## src/rtl/seven_seg_pkg.sv

```systemverilog
// Shared types, glyph table and elaboration helpers for the seven-segment scanner.
package seven_seg_pkg;

    typedef enum logic [1:0] {
        IDLE,
        SHIFT,
        DONE
    } conv_state_e;

    // Segment vectors are active-high here, ordered {a,b,c,d,e,f,g}.
    localparam logic [6:0] SEG_BLANK = 7'b0000000;
    localparam logic [6:0] SEG_DASH  = 7'b0000001;

    function automatic logic [6:0] seg_glyph(input logic [3:0] nib);
        logic [6:0] seg;
        case (nib)
            4'h0:    seg = 7'b1111110;
            4'h1:    seg = 7'b0110000;
            4'h2:    seg = 7'b1101101;
            4'h3:    seg = 7'b1111001;
            4'h4:    seg = 7'b0110011;
            4'h5:    seg = 7'b1011011;
            4'h6:    seg = 7'b1011111;
            4'h7:    seg = 7'b1110000;
            4'h8:    seg = 7'b1111111;
            4'h9:    seg = 7'b1111011;
            4'hA:    seg = 7'b1110111;
            4'hB:    seg = 7'b0011111;
            4'hC:    seg = 7'b1001110;
            4'hD:    seg = 7'b0111101;
            4'hE:    seg = 7'b1001111;
            default: seg = 7'b1000111;
        endcase
        return seg;
    endfunction

    function automatic int clog2(input int v);
        int r;
        r = 0;
        for (int i = 0; i < 31; i++) begin
            if ((1 << i) < v) r = i + 1;
        end
        return r;
    endfunction

    // Largest value representable in n decimal digits (10^n - 1).
    function automatic logic [127:0] max_dec(input int n);
        logic [127:0] p;
        p = 128'd1;
        for (int i = 0; i < n; i++) p = p * 128'd10;
        return p - 128'd1;
    endfunction

endpackage

```

## src/rtl/bin2bcd_seq.sv

```systemverilog
// Serial double-dabble binary-to-BCD converter, one bit per cycle.
module bin2bcd_seq
    import seven_seg_pkg::*;
#(
    parameter int DATA_W = 16
) (
    input  logic              clk,
    input  logic              rst,
    input  logic              start,
    input  logic [DATA_W-1:0] bin_in,
    output logic              busy,
    output logic              done,
    output logic [DATA_W-1:0] bcd_out
);

    localparam int NDIG = DATA_W / 4;
    localparam int CW   = clog2(DATA_W);

    conv_state_e       state, state_nxt;
    logic [DATA_W-1:0] bin_sr, bcd_sr, bcd_adj;
    logic [CW-1:0]     cnt;
    logic              last;

    always_comb begin
        bcd_adj = bcd_sr;
        for (int i = 0; i < NDIG; i++) begin
            if (bcd_sr[4*i +: 4] >= 4'd5) bcd_adj[4*i +: 4] = bcd_sr[4*i +: 4] + 4'd3;
        end
    end

    assign last = (state == SHIFT) && (cnt == CW'(DATA_W - 1));
    assign busy = (state == SHIFT);
    // Result is strobed on the final shift so the commit lands with the move to DONE.
    assign done    = last;
    assign bcd_out = {bcd_adj[DATA_W-2:0], bin_sr[DATA_W-1]};

    always_comb begin
        state_nxt = state;
        case (state)
            IDLE:    if (start) state_nxt = SHIFT;
            SHIFT:   if (last) state_nxt = DONE;
            DONE:    state_nxt = start ? SHIFT : IDLE;
            default: state_nxt = IDLE;
        endcase
    end

    always_ff @(posedge clk or negedge rst) begin
        if (!rst) begin
            state  <= IDLE;
            bin_sr <= '0;
            bcd_sr <= '0;
            cnt    <= '0;
        end else begin
            state <= state_nxt;
            if (start && state != SHIFT) begin
                bin_sr <= bin_in;
                bcd_sr <= '0;
                cnt    <= '0;
            end else if (state == SHIFT) begin
                {bcd_sr, bin_sr} <= {bcd_adj[DATA_W-2:0], bin_sr, 1'b0};
                cnt              <= cnt + CW'(1);
            end
        end
    end

endmodule

```

## src/rtl/seven_seg_scanner.sv

```systemverilog
// Time-multiplexed N-digit seven-segment driver with hex/decimal capture,
// leading-zero blanking, decimal points, overflow dashes and blank time.
module seven_seg_scanner
    import seven_seg_pkg::*;
#(
    parameter int NUM_DIGITS   = 4,
    parameter int REFRESH_DIV  = 100000,
    parameter int BLANK_CYCLES = 16,
    parameter bit ACTIVE_LOW   = 1'b1
) (
    input  logic                    clk,
    input  logic                    rst,
    input  logic [4*NUM_DIGITS-1:0] producto,
    input  logic                    in_valid,
    output logic                    in_ready,
    input  logic                    mode_dec,
    input  logic                    lzb_en,
    input  logic [NUM_DIGITS-1:0]   dp,
    output logic [6:0]              LED_out,
    output logic                    dp_out,
    output logic [NUM_DIGITS-1:0]   an,
    output logic                    overflow
);

    localparam int DATA_W = 4 * NUM_DIGITS;
    localparam int IDX_W  = (NUM_DIGITS > 1) ? clog2(NUM_DIGITS) : 1;
    localparam int PW     = clog2(REFRESH_DIV);
    localparam logic [DATA_W-1:0] MAX_DEC = DATA_W'(max_dec(NUM_DIGITS));

    logic [DATA_W-1:0]            disp_reg;
    logic [NUM_DIGITS-1:0][3:0]   nib;
    logic [NUM_DIGITS-1:0]        zero_up;
    logic [PW-1:0]                prescaler;
    logic [IDX_W-1:0]             idx;
    logic                         accept, dec_ovf, conv_start, conv_busy, conv_done;
    logic [DATA_W-1:0]            conv_bcd;
    logic [6:0]                   seg_nxt;
    logic [NUM_DIGITS-1:0]        an_nxt;
    logic                         dp_nxt;

    // ---------------- capture / commit ----------------
    assign in_ready   = !conv_busy;
    assign accept     = in_valid && in_ready;
    assign dec_ovf    = (producto > MAX_DEC);
    assign conv_start = accept && mode_dec && !dec_ovf;

    bin2bcd_seq #(.DATA_W(DATA_W)) u_bcd (
        .clk    (clk),
        .rst    (rst),
        .start  (conv_start),
        .bin_in (producto),
        .busy   (conv_busy),
        .done   (conv_done),
        .bcd_out(conv_bcd)
    );

    always_ff @(posedge clk or negedge rst) begin
        if (!rst) begin
            disp_reg <= '0;
            overflow <= 1'b0;
        end else if (conv_done) begin
            disp_reg <= conv_bcd;
            overflow <= 1'b0;
        end else if (accept) begin
            if (!mode_dec) begin
                disp_reg <= producto;
                overflow <= 1'b0;
            end else if (dec_ovf) begin
                overflow <= 1'b1;
            end
        end
    end

    // ---------------- scan timing ----------------
    always_ff @(posedge clk or negedge rst) begin
        if (!rst) begin
            prescaler <= '0;
            idx       <= '0;
        end else if (prescaler == PW'(REFRESH_DIV - 1)) begin
            prescaler <= '0;
            idx       <= (idx == IDX_W'(NUM_DIGITS - 1)) ? '0 : idx + IDX_W'(1);
        end else begin
            prescaler <= prescaler + PW'(1);
        end
    end

    // ---------------- glyph selection ----------------
    assign nib = disp_reg;

    // zero_up[i]: digit i and every digit above it are zero.
    always_comb begin
        logic z;
        zero_up = '0;
        z       = 1'b1;
        for (int i = NUM_DIGITS - 1; i >= 0; i--) begin
            z          = z && (nib[i] == 4'd0);
            zero_up[i] = z;
        end
    end

    always_comb begin
        seg_nxt = seg_glyph(nib[idx]);
        if (overflow)
            seg_nxt = SEG_DASH;
        else if (lzb_en && idx != '0 && zero_up[idx])
            seg_nxt = SEG_BLANK;
        an_nxt = '0;
        if (prescaler >= PW'(BLANK_CYCLES)) an_nxt[idx] = 1'b1;
        dp_nxt = dp[idx];
    end

    // Polarity is applied at the output flops so internal logic stays active-high.
    always_ff @(posedge clk or negedge rst) begin
        if (!rst) begin
            an      <= {NUM_DIGITS{ACTIVE_LOW}};
            LED_out <= {7{ACTIVE_LOW}};
            dp_out  <= ACTIVE_LOW;
        end else begin
            an      <= an_nxt ^ {NUM_DIGITS{ACTIVE_LOW}};
            LED_out <= seg_nxt ^ {7{ACTIVE_LOW}};
            dp_out  <= dp_nxt ^ ACTIVE_LOW;
        end
    end

endmodule
```

## config.mk

```make
export PLATFORM = sky130hd
export DESIGN_NAME = seven_seg_scanner
export DESIGN_NICKNAME = d
export VERILOG_FILES = /design/src/rtl/seven_seg_pkg.sv /design/src/rtl/bin2bcd_seq.sv /design/src/rtl/seven_seg_scanner.sv
export SDC_FILE = /design/constraint.sdc
export NUM_CORES = 1
export LEC_CHECK = 0
export BUFFER_PORTS_ARGS = -buffer_cell sky130_fd_sc_hd__buf_2
export CAP_MARGIN = 40
export CORE_MARGIN = 2
export CORE_UTILIZATION = 35
export CTS_CLUSTER_DIAMETER = 80
export DETAILED_ROUTE_END_ITERATION = 16
export GPL_TIMING_DRIVEN = 0
export PLACE_DENSITY_LB_ADDON = 0.12
export SYNTH_ARGS = -nofsm -noshare
export SYNTH_HDL_FRONTEND = slang
export SYNTH_HIERARCHICAL = 1
export SYNTH_SLANG_ARGS = --single-unit
```

## constraint.sdc

```tcl
create_clock -name clk -period 5.9 [get_ports clk]
set_input_delay 1.18 -clock clk [delete_from_list [all_inputs] [get_ports clk]]
set_output_delay 1.18 -clock clk [all_outputs]
set_load 0.005 [all_outputs]
```

* After elaboration in Yosys (flattened, before gate mapping)
Memories as Yosys holds them, arrays and structs flattened.
Index checks and enable logic that the tools add are counted.
** Cells by class
- Divide/modulo/power cells :: 0
- Multiply operators :: 0
- Equality and inequality tests :: 10
- Reductions and logical operators :: 24
- Add/subtract/negate cells :: 7
- Shift-type cells :: 0
- Bitwise gates (word level) :: 3
- Multiplexer cells :: 34
- Magnitude comparators :: 8
** Operator list (number)
- two-way mux 16 bit :: 7
- two-way mux 4 bit :: 7
- adder 17 x 1 -> 17 bit, second input constant :: 1
- equality test 17 bit, second input constant :: 1
- greater-or-equal comparator 17 x 5 -> 1 bit, second input constant :: 1
- two-way mux 17 bit :: 1
- greater-or-equal comparator 4 x 3 -> 1 bit, second input constant :: 4
- > comparator 16 x 14 -> 1 bit, second input constant :: 1
- zero test 4 bit :: 4
- two-way mux 7 bit :: 2
- adder 4 x 2 -> 4 bit, second input constant :: 3
- logical AND 1 bit :: 11
- binary-select mux 4 bit (select 2 bit) :: 1
- two-way mux 1 bit :: 8
- != test 2 x 1 -> 1 bit, second input constant :: 4
- NOT 7 bit :: 1
- two-way mux 2 bit :: 3
- case mux 2 bit (3 select lines) :: 1
- AND reduction 2 bit :: 3
- nonzero test 2 bit :: 3
- adder 4 x 1 -> 4 bit, second input constant :: 1
- binary-select mux 1 bit (select 2 bit) :: 2
- equality test 2 bit, second input constant :: 2
- equality test 4 bit, second input constant :: 1
- 12 further kinds :: 13
** Word-level totals
- Memories kept :: 1
- Memory bits (read-only) :: 112
- Word-level logic and storage cells :: 98
- Latch bits :: 0
- Bits in writable memories :: 0
- Input port bits :: 25
- Register bits :: 86
- Output and inout port bits :: 14
** Memory list
- (no name shown) :: depth 16, width 7, rd ports 1, clocked after Yosys merged registers in 0, write ports 0, RTL line seven_seg_pkg.sv:16 : case (nib)

* Longest topological paths before layout
- Depth in word-level cells :: 10
- Mapped depth :: 9
- Gate-level depth less buffers :: 7

* Modules after synthesis
Netlist, hierarchy kept.
** Modules (own cells, without submodules)
- seven_seg_scanner :: cells each 261, seq. area each 1216.2 um2, times used 1, area each 2713.9 um2
- bin2bcd_seq :: cells each 244, seq. area each 950.9 um2, times used 1, area each 2255.9 um2

* Least setup slack after synthesis
Ideal clock, no wire load.
- Path kind :: input to register
- Start point :: in producto[7]
- End point :: reg u_bcd.bcd_sr[4]
- Setup slack :: 3302 ps
- Data arrival time :: 2472 ps
- Path buffers :: 1
- Stages :: 7
- Data required time :: 5774 ps
- Setup time :: 126 ps
- Cell sequence :: nor4_1 -> o21ai_0 -> a21oi_1 -> and3_1 -> buf_2 -> nor3_1 -> a311o_1
** On the way
- Longest elaborated chain between the ends :: 5
- Elaborated cells between the ends (all ways) :: 6
- Classes of those cells :: order compare: 1; mux: 1; reduce/logical: 4
** Ends and longest elaborated chain
- from (decl) :: RTL line seven_seg_scanner.sv:13 : input logic [4*NUM_DIGITS-1:0] producto,
- > comparator 16 x 14 -> 1 bit * :: RTL line seven_seg_scanner.sv:44 : assign dec_ovf = (producto > MAX_DEC);
- zero test 1 bit * :: RTL line seven_seg_scanner.sv:45 : assign conv_start = accept && mode_dec && !dec_ovf;
- logical AND 1 bit * :: RTL line seven_seg_scanner.sv:45
- net conv_start :: RTL line seven_seg_scanner.sv:35 : logic accept, dec_ovf, conv_start, conv_busy, conv_done;
- logical AND 1 bit * :: RTL line bin2bcd_seq.sv:55 : if (start && state != SHIFT) begin
- two-way mux 16 bit or nonzero test 2 bit (tied branches)
- to (signal assigned) :: RTL line bin2bcd_seq.sv:60 : {bcd_sr, bin_sr} <= {bcd_adj[DATA_W-2:0], bin_sr, 1'b0};
- to (decl) :: RTL line bin2bcd_seq.sv:20 : logic [DATA_W-1:0] bin_sr, bcd_sr, bcd_adj;
Mark *: on every way through the listed nets, which the timed path passes. The rest lies on a longest branch.
A chain may end at the register's enable or synchronous reset.

* Final worst setup path
- Start point :: reg u_bcd.state[1]
- End point :: out in_ready
** On the way
- Longest elaborated chain between the ends :: 2
** Ends and longest elaborated chain
- from (decl) :: RTL line bin2bcd_seq.sv:19 : conv_state_e state, state_nxt;
- from (signal assigned) :: RTL line bin2bcd_seq.sv:54 : state <= state_nxt;
- equality test 2 x 1 -> 1 bit :: RTL line bin2bcd_seq.sv:32 : assign busy = (state == SHIFT);
- net conv_busy :: RTL line seven_seg_scanner.sv:35
- zero test 1 bit :: RTL line seven_seg_scanner.sv:42 : assign in_ready = !conv_busy;
- to (decl) :: RTL line seven_seg_scanner.sv:15 : output logic in_ready,
The timed path passes the listed nets, and every way through them passes these cells.

==> impl_metrics.yaml <==
pwr:
  p_leak_uw: 0.00245
  pwr-share-comb_pct: 40.7
  power.density_nw_per_um2: 461
  clkPwrFrac_pct: 23.5
  power_frac_seq_pct: 35.7
  p_int_uw: 1630
  vdd_drop_max_v: 0.000242
  swShare_pct: 38.5
  finalPower_uw: 2650
  net-switching-power_uw: 1020
logic_synthesis:
  synth_warnings: 6
  synth_ff_type: "dfrtp_1"
  synthArstFlopShare_pct: 100
  syn_area_um2: 4970
  synthDistinctLibCells: 46
  synth_edf_count: 0
  synthCells: 505
  syn-num-nets: 551
  avgSynthCellArea_um2: 9.84
  yosysSeqAreaShare_pct: 43.6
  ys_seq_elements: 86
critical_path:
  crit_path_max_fanout: 11
  cp-startpoint: "u_bcd/state[1]"
  worstSetupPathType: "reg -> out"
  crit_arrival_ps: 1630
  worstPathRequired_ps: 4720
  end_kind: "output port"
  r2r_start: "idx[0]"
  start_kind: "flop"
drt:
  drt_first_pass_iters: 6
  vias: 3932
  post_drt_via_cell_ratio: 5.31
  remaining_drc_errors: 0
  antenna_left: 0
  wirelength_um: 12300
  post_drt_wl_per_cell_um: 16.6
  drtIter0Drc: 240
timing:
  tightest_slew_ps: 595
  slew-limit-headroom_pct: 60.3
  drv_slew: 0
  setup_slack_ps: 3090
  rsz0062_at_grt: "false"
  hold_violations: 0
  period_minus_slack_ps: 2810
  setup_viol_count_final: 0
  fin_tns_setup_ps: 0
  finClkSkew_ps: 9.23
  period_share_pct: 47.5
  max_freq_ghz: 0.356
grt:
  grt_max_degree: 46
  grt_antenna_before_repair: 0
  grt_pass1_wl_um: 20200
  grt.total_usage_pct: 17.4
  grt_pass1_vias: 3883
  grt-ovfl-total: 0
clock_tree:
  clk_latency_ps: 350
  htreeDepth: 3
  cts_buffer_depth: 2
  cts_root_buffer: "clkbuf_16"
  path_clk_slew_ps: 70
  numCtsBuffers: 9
  cts_resized: 0
  clock_sinks: 86
  cts-hold-fix-buffers: 0
  cts_setup_buffers: 0
  tritoncts: "built"
placed_design:
  hpwlAfterDp_um: 9020
  portBuffers: 38
  dp.cells: 725
  place.gp.congestion: 0.826
  preCtsSetupSlack_ps: 2740
  post_dp_cell_area_um2: 5430
layout:
  drive_gt1_share_pct: 18.0
  final_area_um2: 5750
  instances_no_fill: 741
  area_delta_synth_final_pct: 15.7
  mostFrequentLayoutCell: "dfrtp_1"
  largest_reg_flops: 17
  nets: 602
  layout_common_cells: "74 x dfrtp_1, 55 x nand2_1, 53 x o21ai_0"
  regMostFlops: "prescaler"
  antenna_cells: 0
floorplan:
  num_rows: 43
  initial_core_util_pct: 35.8
  die_area_um2: 15200
  fp.coreArea_um2: 13900
  pin_count: 39
  die_h_um: 123
  die_w_um: 123
run:
  maxCapViolations: 0
outcome:
  status: "completed"
min_path:
  hp-class: "reg -> reg"
  hold_start: "u_bcd/bin_sr[2]"
==> cell families after synthesis <==
kind of cell,synth area share [%]
AND/OR/NAND/NOR,17.9
AO/OA/AOI/OAI,12.1
flip-flops,43.6
buffers and inverters,4.78
multiplexers,12.3
XOR/XNOR,4.05
adder cells (fa/ha/maj),5.29
==> final cells by class <==
| class | count | area (um2) |
|---|---|---|
| clock buffer | 9 | 225 |
| fill | 1381 | 8130 |
| inverter | 23 | 86.3 |
| multi-input combinational | 367 | 2560 |
| clock inverter | 7 | 96.3 |
| sequential | 86 | 2170 |
| tap | 180 | 225 |
| buffer | 29 | 151 |
| timing repair buffer | 40 | 231 |
==> metal layers <==
metal | wire (um) | track usage, % | vias up
met5 | 0 | 0 | -
li1 | - | - | 1907
met3 | 561 | 3.69 | 13
met1 | 5700 | 23.7 | 1926
met2 | 5830 | 27.5 | 86
met4 | 199 | 6.04 | 0
==> power by group through the flow <==
stage / clock [uW] / sequential [uW] / combinational (uW)
2_1_floorplan: 0 / 900 / 813
3_3_place_gp: 0 / 950 / 1060
3_5_place_dp: 0 / 953 / 1080
4_1_cts: 641 / 943 / 1090
5_1_grt: 666 / 968 / 1210
6_report: 623 / 946 / 1080
==> worst paths after layout <==
check,slack (ps),endpoint,cells after the start
hold reg to reg,480,u_bcd/bin_sr[3],2
max in group asynchronous,4390,dp_out,2
hold / removal,480,u_bcd/bin_sr[3],2
setup / recovery,3090,in_ready,5
setup reg to reg,3460,LED_out[3],7
min in group asynchronous,840,disp_reg[7],1
==> worst max-delay path: stages, from the launching register on <==
cell      delay [ps]
dfrtp_1          460
nand2b_4         190
inv_2            130
buf_2            250
inv_1            110
buf_2            140
==> Yosys cell counts, drive strengths merged, types with 6 or more instances <==
cell type	count	area share (%)
clkbuf	11	0.83
dfrtp	74	37
nand4	9	1.1
inv	23	1.7
mux2i	36	7.3
a21oi	8	0.81
mux2	7	1.7
nand2b	11	1.5
xnor2	16	2.8
a21o	7	1.1
a31oi	6	0.76
o21ai	53	5.3
nor4	13	1.6
and3	6	0.76
nand3	22	2.2
nor2	28	2.1
dfstp	12	6.3
nor3	11	1.1
buf	18	2.2
nand2	55	4.2
ha	21	5.3
mux4	7	3.4
xor2	7	1.2
==> stage by stage <==
step	hold WS, ps	util (%)
CTS	485	41.4
global route	510	41.4
floorplan	429	-
global placement	460	38.8
finish	480	41.4
detailed placement	466	39.1
Note: power is estimated with default switching activity, not from simulation.
